<file path="config.mk">
export PLATFORM = sky130hd
export DESIGN_NAME = if_stage
export DESIGN_NICKNAME = d
export VERILOG_FILES = /design/src/rtl/if_stage.sv
export SDC_FILE = /design/constraint.sdc
export NUM_CORES = 1
export LEC_CHECK = 0
export ABC_AREA = 1
export CAP_MARGIN = 15
export CELL_PAD_IN_SITES_DETAIL_PLACEMENT = 0
export CELL_PAD_IN_SITES_GLOBAL_PLACEMENT = 2
export CORE_UTILIZATION = 30
export CTS_BUF_LIST = sky130_fd_sc_hd__clkbuf_4
export DETAILED_ROUTE_END_ITERATION = 10
export MAX_ROUTING_LAYER = met4
export PLACE_DENSITY = 0.9
export SKIP_CTS_REPAIR_TIMING = 1
export SLEW_MARGIN = 15
export SYNTH_ARGS = -nofsm -noshare
export SYNTH_HDL_FRONTEND = slang
export SYNTH_SLANG_ARGS = --single-unit
</file>
<file path="constraint.sdc">
create_clock -name clk -period 2.6 [get_ports clk]
set_input_delay 0.65 -clock clk [delete_from_list [all_inputs] [get_ports clk]]
set_output_delay 0.65 -clock clk [all_outputs]
set_load 0.05 [all_outputs]
</file>
<file path="src/rtl/if_stage.sv">
// Instruction-fetch stage: owns the PC, fetches from a variable-latency
// instruction memory and drives the IF/ID pipeline register, honouring
// decode-stage stalls (Freeze) and branch redirects (Branch_Taken).
//
// Memory handshake: Imem_Req/Imem_Addr form a request that completes on the
// first rising edge where Imem_Req and Imem_Ready are both high; Imem_Data is
// valid only in that cycle. Address is held stable while waiting, at most one
// request is outstanding, and Ready may already be high in the first Req cycle.
module if_stage #(
  parameter int unsigned           ADDR_W   = 32,
  parameter int unsigned           INSTR_W  = 32,
  parameter logic [ADDR_W-1:0]     RESET_PC = '0,
  parameter int unsigned           PC_STEP  = 4
) (
  input  logic               clk,
  input  logic               rst,
  input  logic               Freeze,
  input  logic               Branch_Taken,
  input  logic [ADDR_W-1:0]  Branch_Addr,
  output logic               Imem_Req,
  output logic [ADDR_W-1:0]  Imem_Addr,
  input  logic               Imem_Ready,
  input  logic [INSTR_W-1:0] Imem_Data,
  output logic [ADDR_W-1:0]  IF_ID_PC,
  output logic [INSTR_W-1:0] IF_ID_Instr,
  output logic               IF_ID_Valid,
  output logic [1:0]         dbg_state_o
);

  // FETCH: request in flight / issuing. BUFFERED: a word arrived during a
  // stall and is parked. KILL: a redirect arrived while a request was pending;
  // the stale response must drain before the target can be fetched.
  typedef enum logic [1:0] {
    S_FETCH    = 2'd0,
    S_BUFFERED = 2'd1,
    S_KILL     = 2'd2
  } state_t;

  state_t               state_q, state_d;
  logic [ADDR_W-1:0]    pc_q, pc_d;
  logic [ADDR_W-1:0]    target_q, target_d;
  logic [ADDR_W-1:0]    buf_pc_q, buf_pc_d;
  logic [INSTR_W-1:0]   buf_instr_q, buf_instr_d;
  logic [ADDR_W-1:0]    ifid_pc_q, ifid_pc_d;
  logic [INSTR_W-1:0]   ifid_instr_q, ifid_instr_d;
  logic                 ifid_valid_q, ifid_valid_d;

  logic [ADDR_W-1:0]    pc_next;

  assign pc_next     = pc_q + ADDR_W'(PC_STEP);
  assign Imem_Req    = !rst && (state_q != S_BUFFERED);
  assign Imem_Addr   = pc_q;
  assign IF_ID_PC    = ifid_pc_q;
  assign IF_ID_Instr = ifid_instr_q;
  assign IF_ID_Valid = ifid_valid_q;
  assign dbg_state_o = state_q;

  // Next-state, PC and IF/ID update logic; every path defaults to "hold".
  always_comb begin
    state_d      = state_q;
    pc_d         = pc_q;
    target_d     = target_q;
    buf_pc_d     = buf_pc_q;
    buf_instr_d  = buf_instr_q;
    ifid_pc_d    = ifid_pc_q;
    ifid_instr_d = ifid_instr_q;
    ifid_valid_d = ifid_valid_q;

    unique case (state_q)
      S_FETCH: begin
        if (Branch_Taken && !Freeze) begin
          ifid_pc_d    = '0;
          ifid_instr_d = '0;
          ifid_valid_d = 1'b0;
          if (Imem_Ready) begin
            // Response for the wrong path completes now: drop it and jump.
            pc_d = Branch_Addr;
          end else begin
            target_d = Branch_Addr;
            state_d  = S_KILL;
          end
        end else if (Imem_Ready && !Freeze) begin
          ifid_pc_d    = pc_q;
          ifid_instr_d = Imem_Data;
          ifid_valid_d = 1'b1;
          pc_d         = pc_next;
        end else if (Imem_Ready) begin
          // Decode is stalled: park the word so it is neither lost nor refetched.
          buf_pc_d    = pc_q;
          buf_instr_d = Imem_Data;
          pc_d        = pc_next;
          state_d     = S_BUFFERED;
        end else if (!Freeze) begin
          ifid_pc_d    = '0;
          ifid_instr_d = '0;
          ifid_valid_d = 1'b0;
        end
      end

      S_BUFFERED: begin
        if (Branch_Taken && !Freeze) begin
          ifid_pc_d    = '0;
          ifid_instr_d = '0;
          ifid_valid_d = 1'b0;
          pc_d         = Branch_Addr;
          buf_pc_d     = '0;
          buf_instr_d  = '0;
          state_d      = S_FETCH;
        end else if (!Freeze) begin
          ifid_pc_d    = buf_pc_q;
          ifid_instr_d = buf_instr_q;
          ifid_valid_d = 1'b1;
          state_d      = S_FETCH;
        end
      end

      S_KILL: begin
        // Redirect already captured; further Branch_Taken pulses are ignored.
        if (!Freeze) begin
          ifid_pc_d    = '0;
          ifid_instr_d = '0;
          ifid_valid_d = 1'b0;
        end
        if (Imem_Ready) begin
          pc_d    = target_q;
          state_d = S_FETCH;
        end
      end

      default: begin
        state_d = S_FETCH;
      end
    endcase
  end

  // State registers with synchronous active-high reset.
  always_ff @(posedge clk) begin
    if (rst) begin
      state_q      <= S_FETCH;
      pc_q         <= RESET_PC;
      target_q     <= '0;
      buf_pc_q     <= '0;
      buf_instr_q  <= '0;
      ifid_pc_q    <= '0;
      ifid_instr_q <= '0;
      ifid_valid_q <= 1'b0;
    end else begin
      state_q      <= state_d;
      pc_q         <= pc_d;
      target_q     <= target_d;
      buf_pc_q     <= buf_pc_d;
      buf_instr_q  <= buf_instr_d;
      ifid_pc_q    <= ifid_pc_d;
      ifid_instr_q <= ifid_instr_d;
      ifid_valid_q <= ifid_valid_d;
    end
  end

endmodule

</file>
==> results of run 1 <==
-- where the power goes --
group | switching, mW | internal [mW]
Sequential | 0.391 | 3.37
Clock | 1.15 | 0.692
Combinational | 2.95 | 1.35
Total | 4.50 | 5.42
-- routing by layer --
metal  share of wire (%)  GRT usage [%]  up-vias
li1                    -              -     5515
met1                  48          30.48     5290
met2                  45          32.60      390
met3                 5.6          3.133       29
met4                 1.4          5.202        0
met5                   0              -        -
-- area by class of cell --
cell class / instances / share of cell area [%]
antenna: 2 / 0.03880
clock inverter: 13 / 1.348
multi-input combinational: 1110 / 42.40
sequential: 195 / 30.29
tap: 448 / 4.346
inverter: 104 / 3.036
clock buffer: 18 / 1.048
timing repair buffer: 212 / 17.49
-- through the flow --
| step | instances | utilization (%) |
|---|---|---|
| floorplan | 1534 | - |
| global placement | 2069 | 37.18 |
| detailed placement | 2069 | 37.18 |
| CTS | 2100 | 38.10 |
| global route | 2102 | 38.37 |
| finish | 2102 | 38.37 |
-- flip-flops by register name (all words and copies together), names as in the netlist --
name	cells
IF_ID_Instr	32
IF_ID_PC	32
Imem_Addr	32
buf_instr_q	32
buf_pc_q	32
target_q	32
dbg_state_o	2
IF_ID_Valid	1
-- kinds of logic after synthesis --
family,synth area share (%)
AND/OR/NAND/NOR,22.35
AO/OA/AOI/OAI,29.77
buffers and inverters,8.937
flip-flops,37.99
adder cells (fa/ha/maj),0.6088
XOR/XNOR,0.3410
-- placed cells by master (no fill, tap or decap), types with 2 or more instances in the layout --
| cell | count |
|---|---|
| a211oi_1 | 13 |
| a211oi_2 | 2 |
| a21oi_1 | 164 |
| a31oi_1 | 68 |
| buf_12 | 14 |
| buf_2 | 2 |
| buf_4 | 30 |
| bufinv_16 | 3 |
| clkbuf_4 | 18 |
| clkdlybuf4s50_1 | 134 |
| clkinvlp_4 | 3 |
| dfxtp_1 | 194 |
| diode_2 | 2 |
| dlymetal6s2s_1 | 31 |
| ha_1 | 4 |
| inv_1 | 95 |
| inv_2 | 7 |
| inv_6 | 6 |
| nand2_1 | 348 |
| nand2_2 | 5 |
| nand3_1 | 138 |
| nor2_1 | 55 |
| nor2_2 | 3 |
| o211ai_1 | 21 |
| o21ai_0 | 220 |
| o21ai_1 | 2 |
| o31ai_1 | 53 |
| xor2_1 | 3 |
-- path summary, 6_finish.rpt --
check / cells after the start / slack (ns) / endpoint
hold / removal: 2 / 0.47 / target_q[4]
setup / recovery: 1 / 0.07 / IF_ID_Instr[12]
hold reg to reg: 2 / 0.47 / target_q[4]
setup reg to reg: 5 / 0.37 / IF_ID_PC[10]
==> run metrics, run 1 <==
cell family with most CP delay buffers and inverters; final critical-path share of the clock period 97.19%; area occupied by multi-input gates approximately 5500 um^2; dpl cell area 12500 um^2; total power 9.915 mW; layout cells sized above 1 6.174%; CP required 1.95 ns; Place WS 0.1706 ns; Worst Tran Pin Value 0.9242 ns; Placer Congestion 0.8263; hpwl dp 23930 um; Core ar. 33620 um^2; Vias/cell 5.340; Die ar. 35000 um^2; CTS tree yes; Ports 169; clock-pin slew on the worst setup and hold paths between 0.15 and 0.2 ns; largest net degree at the start of global routing 77; clock latency on the worst-skew pair between 0.6 and 0.7 ns; f_max 0.3957 GHz; Hold Path Class reg2reg; num rows 67; crit path DAT ~1.9 ns; yosys warns 0; global-route wire length before repair roughly 59000 um; # fillers approximately 3500; CP Cell Sequence clkdlybuf4s50_1; final hold vios 0; routed wire length 37660 um; RSZ-0062 raised after global routing false; fraction of the yosys area taken by sequential cells 37.99%; GRT Total Usage between 20 and 25%; critical path class reg2out; DRT iter0 DRCs 898; hold slack final 0.4682 ns; Worst setup EP type primary output; slew margin rel. 38.39%; Synth Cell Area ~10000 um^2; LEAKAGE 5.066 nW; Yosys top cell by area dfxtp_1; port bufs 168; vias in the first global route 10251; Pre-antenna DRT Iters 5; outcome finished clean; Synth Net Count between 1500 and 2000; Final nets 1714; Final Instance Area 12900 um^2; max-cap violation count 0; final clock skew 0.02453 ns; Die H 187.1 um; synth cell count leaders nand2_1, o21ai_0, dfxtp_1; launch point of the worst reg-to-reg path dbg_state_o[0]; die width around 190 um; worst ir drop on vdd 0.4559 mV; Post-synth EDFFs 0; delay of the slowest critical-path stage 0.84 ns; grt ovf 0; CTS H-tree depth 4; deepest clock path buffer count 2; initial antenna violation count 1; Primary FF master, synth dfxtp_1; min-delay src target_q[4]; Worst setup SP type register; setup TNS 0 ns; Critical Path Start IF_ID_Instr[12]; area grow syn2layout 25.52%; CTS Sinks a little under 200; FF+latch count, synth 195; Mapped Cells between 1500 and 2000; Starting Density about 30%; buffers and inverters on the worst path 1; Critical Path Slowest Stage Cell clkdlybuf4s50_1; post-synth top area share a little under two fifths; Crit Path Max Fanout 3; final setup fails 0; Post-route DRC 0; ys async rst share 0%; top post-synthesis cells by area dfxtp_1, nand2_1, o21ai_0, a21oi_1, nand3_1; CTS Buf Count 17; Power Density 768.7 nW/um^2; Slew Viols, Final 0; setup slack after layout 0.07296 ns; min Tclk post-route 2.527 ns; top-count cell post-synth nand2_1; ANT nets after route 0; mean routed wirelength per cell 17.91 um; Sequential Area 3908 um^2; buffer type at the clock tree root clkbuf_4; via count 11224; post-synthesis cell type count 34; Syn Area/Cell 6.699 um^2
Note: power is estimated with default switching activity, not from simulation.
==> run 2: changes to the inputs <==
Settings changed: CAP_MARGIN 15 to not set, CORE_UTILIZATION 30 to 27, PLACE_DENSITY 0.9 to 0.86.
Clock period 2.6 ns to 2.3 ns, I/O delays scaled along.
==> run 2 against run 1 <==
  * Design area grew 2.7%
  * Die area up 11%
  * Clock skew up 0.0010 ns
  * Worst hold slack gained 0.0010 ns
  * Largest power group unchanged
==> run metrics, run 2 (synthesis results as in run 1) <==
reg2reg path depth 9; GRT Total Usage 20.65%; CTS H-tree depth 4; Slew Viols, Final 0; Placer Congestion 0.8402; CP required 1.73 ns; final setup fails 0; vias in the first global route 10348; commonest non-fill, non-tap cell in the layout nand2_1; Critical Path Slowest Stage Cell dfxtp_4; delay of the slowest critical-path stage a little under 0.4 ns; port bufs 168; Critical Path Start dbg_state_o[1]; ANT nets after route 0; slew margin rel. ~52%; final clock skew 0.02556 ns; CTS Buf Count 17; initial antenna violation count 2; via count 11204; Crit Path Max Fanout 7; Die H just under 200 um; Hold Path Class reg2reg; hold path cells 2; Ports 169; largest net degree at the start of global routing 91; max-cap violation count 0; CTS tree yes; clock latency on the worst-skew pair 0.64 ns; Die ar. roughly 39000 um^2; Vias/cell between 5 and 6; dpl cell area 12690 um^2; LEAKAGE 5.891 nW; final hold vios 0; die width 197.1 um; min-delay src target_q[2]; global-route wire length before repair 60750 um; min Tclk post-route 2.225 ns; launch point of the worst reg-to-reg path Imem_Addr[2]; CTS Sinks 195; deepest clock path buffer count 2; Pre-antenna DRT Iters 8; Final Instance Area ~13000 um^2; crit path DAT 1.65 ns; final critical-path share of the clock period 96.73%; Final nets around 1700; Worst setup SP type register; num rows 71; total power 11.42 mW; f_max approximately 0.45 GHz; Worst setup EP type primary output; hold slack final 0.4692 ns; grt ovf 0; Worst Tran Pin Value 0.7261 ns; Power Density 862.1 nW/um^2; commonest cells after routing, fill and taps aside nand2_1, o21ai_0, dfxtp_1, a21oi_1, nand3_1; worst ir drop on vdd 0.3595 mV; mean routed wirelength per cell 18.13 um; DRT iter0 DRCs 768; buffer type at the clock tree root clkbuf_4; Core ar. 37580 um^2; critical path class reg2out; clock-pin slew on the worst setup and hold paths 0.16 ns; CP Cell Sequence inv_2 -> ha_4 -> nor2_4 -> buf_6 -> buf_12; Post-route DRC 0; area grow syn2layout 28.87%; hpwl dp 25360 um; Starting Density 27.35%; routed wire length 39620 um; # fillers 4029; outcome finished clean; layout cells sized above 1 8.922%
## run 2: layout make-up
cell class | instances | area, um^2 | area share, %
multi-input combinational | 1110 | 5487 | 41.43
sequential | 195 | 3909 | 29.52
timing repair buffer | 230 | 2489 | 18.79
tap | 511 | 639.4 | 4.828
inverter | 104 | 392.9 | 2.967
clock inverter | 13 | 181.4 | 1.370
clock buffer | 18 | 135.1 | 1.020
antenna | 4 | 10.01 | 0.07559
## run 2: path summary, 6_finish.rpt
check	endpoint	slack (ns)
worst max-delay path	Imem_Req	0.08
worst min-delay path	target_q[2]	0.47
worst max register to register	Imem_Addr[31]	0.20
worst min register to register	target_q[2]	0.47
## run 2: metal layers
metal  GRT usage (%)  share of wire, %  vias to the layer above  wire, um
li1                -                 -                     5534         -
met3           3.415               6.3                       26      2514
met5               -                 0                        -         0
met4           5.024               1.2                        0       468
met1           28.73                47                     5255     18790
met2           30.96                45                      389     17850
## run 2: worst max-delay path: cells and delay by family (launching register included)
kind / cells / cell delay [ns]
fa+ha+maj: 1 / 0.17
buf+inv: 3 / 0.35
simple gates: 1 / 0.11
flops: 1 / 0.39
## run 2: per-stage QoR
stage               std cells   TNS (ns)  worst slack, ns  util [%]
finish                   2185          0          0.07528     35.24
global route             2184  -0.005920        -0.005920     35.23
CTS                      2178     -16.24          -0.3570     34.60
detailed placement       2147     -1.287         -0.05846     33.76
global placement         2147    -0.1265         -0.02356     33.76
floorplan                1534          0          0.04096         -
## run 2: report_power, final
part	total (mW)	internal (mW)	switching (mW)	leakage, nW
sequential	4.25	3.81	0.436	1.59
clock	2.17	0.870	1.30	0.170
combinational	5.00	1.60	3.40	4.13
==> run 3: changes to the inputs <==
Settings changed: CORE_MARGIN set to 2, HOLD_SLACK_MARGIN set to 0.1.
==> run 3 against run 2 <==
  * Clock skew increased by 0.0031 ns
  * Total power decreased by 0.90%
  * Clock-buffer cell count unchanged
==> run metrics, run 3 (synthesis results as in run 1) <==
outcome finished clean; part of the power in combinational logic 44.8%; busiest grt layer met2; Die H roughly 200 um; Worst setup EP type primary output; CTS tree yes; hold slack final approximately 0.45 ns; met1 usage 28.28%; Int Power 6.137 mW; via count 11309; worst ir drop on vdd around 0.47 mV; Vias/cell 5.183; largest net degree at the start of global routing between 60 and 70; final hold vios 0; dpl cell area 12780 um^2; Switch Pwr 5.177 mW; Starting Density a little over a quarter; area grow syn2layout 29.37%; Pre-antenna DRT Iters 5; CTS Buf Count 17; reg2reg path depth 9; Ports between 150 and 200; num rows just over 70; commonest non-fill, non-tap cell in the layout nand2_1; RSZ-0062 raised after global routing true; GRT Total Usage 20.19%; Core ar. around 38000 um^2; Die ar. 39640 um^2; final setup fails 0; routed wire length between 30000 and 40000 um; critical path class reg2out; global-route wire length before repair 60700 um; Critical Path Slowest Stage Cell dfxtp_4; CP required 1.73 ns; Most Frequent Cell on Critical Path buf_12; commonest cells after routing, fill and taps aside nand2_1, o21ai_0, dfxtp_1, a21oi_1, nand3_1; Power Density 851.0 nW/um^2; hpwl dp 25760 um; cell family with most CP delay flip-flops; Worst setup SP type register; total power 11.31 mW; vias in the first global route 10468; buffer type at the clock tree root clkbuf_4; Final Instance Area 13290 um^2; final critical-path share of the clock period 98.35%; crit path DAT 1.69 ns; Layout Utilization 35.38%; mean routed wirelength per cell 18.03 um; # fillers 4043; layout cells sized above 1 8.873%; delay of the slowest critical-path stage 0.41 ns; port bufs around 170; min Tclk post-route about 2.3 ns; max-cap violation count 0; CTS Sinks 195; initial antenna violation count 2; die width around 200 um; DRT iter0 DRCs 845; Sw Share between 40% and 50%; ANT nets after route 0; Clk network pwr share ~18%; Placer Congestion 0.8267; Final nets 1729; buffers and inverters on the worst path 3; grt ovf 0; clock-pin slew on the worst setup and hold paths 0.18 ns; Post-route DRC 0; Crit Path Max Fanout 13; clock latency on the worst-skew pair 0.65 ns; Worst Tran Pin Value about 0.63 ns; sequential share of power 37.6%; CP Cell Sequence inv_4 -> ha_4 -> nor2_4 -> buf_12 -> buf_12; met2 usage 29.99%; stages on the worst setup path 5; slew margin rel. 58.18%; met3 usage under 10%; f_max 0.4421 GHz; hold path cells 3; Hold Path Class in2reg; final clock skew 0.02867 ns; CTS H-tree depth 4; LEAKAGE 5.882 nW; deepest clock path buffer count 2; Slew Viols, Final 0
[run 3: cell types whose count changed in the layout (fill, tap and decap cells not counted), moves of 2 or more]
cell and change:
buf_12 +9, buf_4 -10, bufinv_16 -2, clkinvlp_4 +2, inv_6 +2
[run 3: cell type report]
cell class | count | area [um^2] | area share, %
inverters | 104 | 395.4 | 2.974
diodes | 3 | 7.507 | 0.05647
clock buffers | 18 | 135.1 | 1.016
clock inverters | 14 | 151.4 | 1.139
flip-flops and latches | 195 | 3909 | 29.40
multi-input cells | 1110 | 5487 | 41.27
well taps | 511 | 639.4 | 4.809
repair buffers | 227 | 2570 | 19.33
[run 3: worst min-delay path: stages]
cell and delay (ns):
buf_2 0.16, buf_4 0.26, a21oi_1 0.06
[run 3: layer usage]
metal  vias up  routed length [um]
met4         0                 599
met1      5360               19140
met2       391               17210
met5         -                   0
li1       5529                   -
met3        29                2401
[run 3: final timing paths]
check	startpoint	end	slack (ns)
worst max-delay path	dbg_state_o[1]	Imem_Req	0.04
worst max register to register	dbg_state_o[0]	Imem_Addr[23]	0.22
worst min-delay path	rst	Imem_Addr[14]	0.45
worst min register to register	target_q[4]	target_q[4]	0.46
[run 3: metrics by stage]
stage               std cells  setup TNS [ns]  setup slack, ns
floorplan                1534               0          0.04096
global placement         2147        -0.01108         -0.01108
detailed placement       2147               0         0.004617
CTS                      2179          -15.27          -0.3445
global route             2181        -0.03564         -0.03564
finish                   2182               0          0.03798
[run 3: power by group through the flow]
stage / clock [mW] / sequential [mW] / combinational [mW]
3_5_place_dp: 0 / 4.33 / 5.06
3_3_place_gp: 0 / 4.32 / 5.02
2_1_floorplan: 0 / 5.28 / 2.11
5_1_grt: 2.19 / 4.32 / 5.47
6_report: 2.00 / 4.25 / 5.07
4_1_cts: 2.08 / 4.26 / 5.07
==> RTL edit, RTL diff (settings of run 1) <==
Change the parameter `ADDR_W` from 32 to 48.
--- a/src/rtl/if_stage.sv
+++ b/src/rtl/if_stage.sv
@@ -7,7 +7,7 @@
 // valid only in that cycle. Address is held stable while waiting, at most one
 // request is outstanding, and Ready may already be high in the first Req cycle.
 module if_stage #(
-  parameter int unsigned           ADDR_W   = 32,
+  parameter int unsigned           ADDR_W   = 48,
   parameter int unsigned           INSTR_W  = 32,
   parameter logic [ADDR_W-1:0]     RESET_PC = '0,
   parameter int unsigned           PC_STEP  = 4
Ports: changed (resized Branch_Addr, IF_ID_PC and Imem_Addr); port bits go from 169 to 217. The function was not compared with the original's and may differ.
==> RTL edit against run 1 <==
- power up 49%
- via count up 42%
- worst setup slack improved by 54 ps
- design area is 44% higher
- hold slack got worse by 23 ps
- wire length up 48%
- sequential cell count rose by 64
- global-route usage is 1.6 points higher
- synthesized area rose by 38%
- critical path type unchanged
- largest cell class unchanged
==> RTL edit: results <==
[status]
outcome = "finished clean"

[setup_path]
crit_end = "Imem_Req"
startpoint = "dbg_state_o[1]$_SDFFE_PP0P_"
r2r_end = "dbg_state_o[0]$_SDFFE_PP0P_"
reg2reg_slack_ps = 300
crit_path_max_fanout = 7
path_delay_family = "flip-flops"
slowest_delay_ps = 390
cp.arrival_ps = 1820

[cts]
cts_max_path_buffers = 3
clk_pin_slew_worst_paths_ps = 70
numCtsBuffers = 78
worstSkewPairLatency_ps = 770
htree_levels = 3

[finish]
drive_gt1_share_pct = 8.55
fin_cells = 3052
fin_nets = 2477

[worst_hold_path]
hp-start = "Freeze"
hold_depth = 6

[detailed_routing]
drtIter0Drc = 1238
met2WireLength_um = 25000
met1_length_um = 25800

[place]
dp.cells = 2914
dp_hpwl_um = 35400
place_congestion = 0.906
place_ws_ps = 93.6

[timing]
max-slew-margin-rel_pct = 49.2
holdWs_ps = 445
skew_ps = 42.9
worst_slack_ps = 127

[synthesis]
ys_seq_area_share_pct = 36.6
synth_area_leaders = "dfxtp_1 37%, nand2_1 16%, o21ai_0 11%, a21oi_1 5.5%, nand3_1 4.6%"
syn_inst = 2201
ys_top_cells_by_count = "597 x nand2_1, 316 x o21ai_0, 259 x dfxtp_1"

[power_and_ir_drop]
p_leak_uw = 0.00863

[grt]
use_met1_pct = 31.7
grt_max_degree = 81
gr-usage-met2_pct = 35.3
grt.total_usage_pct = 23.4
grtUsageMet3_pct = 3.31
-- RTL edit: report_power, final --
part / internal, µW / leakage [µW] / total (µW) / switching (µW)
combinational: 1670 / 0.00591 / 5450 / 3780
sequential: 4460 / 0.00212 / 4980 / 518
clock: 2370 / 0.000606 / 4290 / 1930
total: 8500 / 0.00863 / 14700 / 6220
-- RTL edit: final cells by class --
class	count	area, µm²
Tap cell	607	759
Clock inverter	25	203
Inverter	181	682
Antenna cell	1	2.50
Multi-Input combinational cell	1591	7680
Fill cell	4920	28000
Timing Repair Buffer	276	3170
Clock buffer	112	841
Sequential cell	259	5190
-- RTL edit: kinds of logic (layout without fill, tap and decap cells) --
group / Yosys count / in the layout / share of synthesized area, %
simple gates: 882 / 882 / 25.2
fa+ha+maj: 5 / 5 / 0.441
xor+xnor: 9 / 9 / 0.556
other cells: 0 / 1 / 0
compound gates: 695 / 695 / 27.6
flops: 259 / 259 / 36.6
buf+inv: 351 / 594 / 9.63
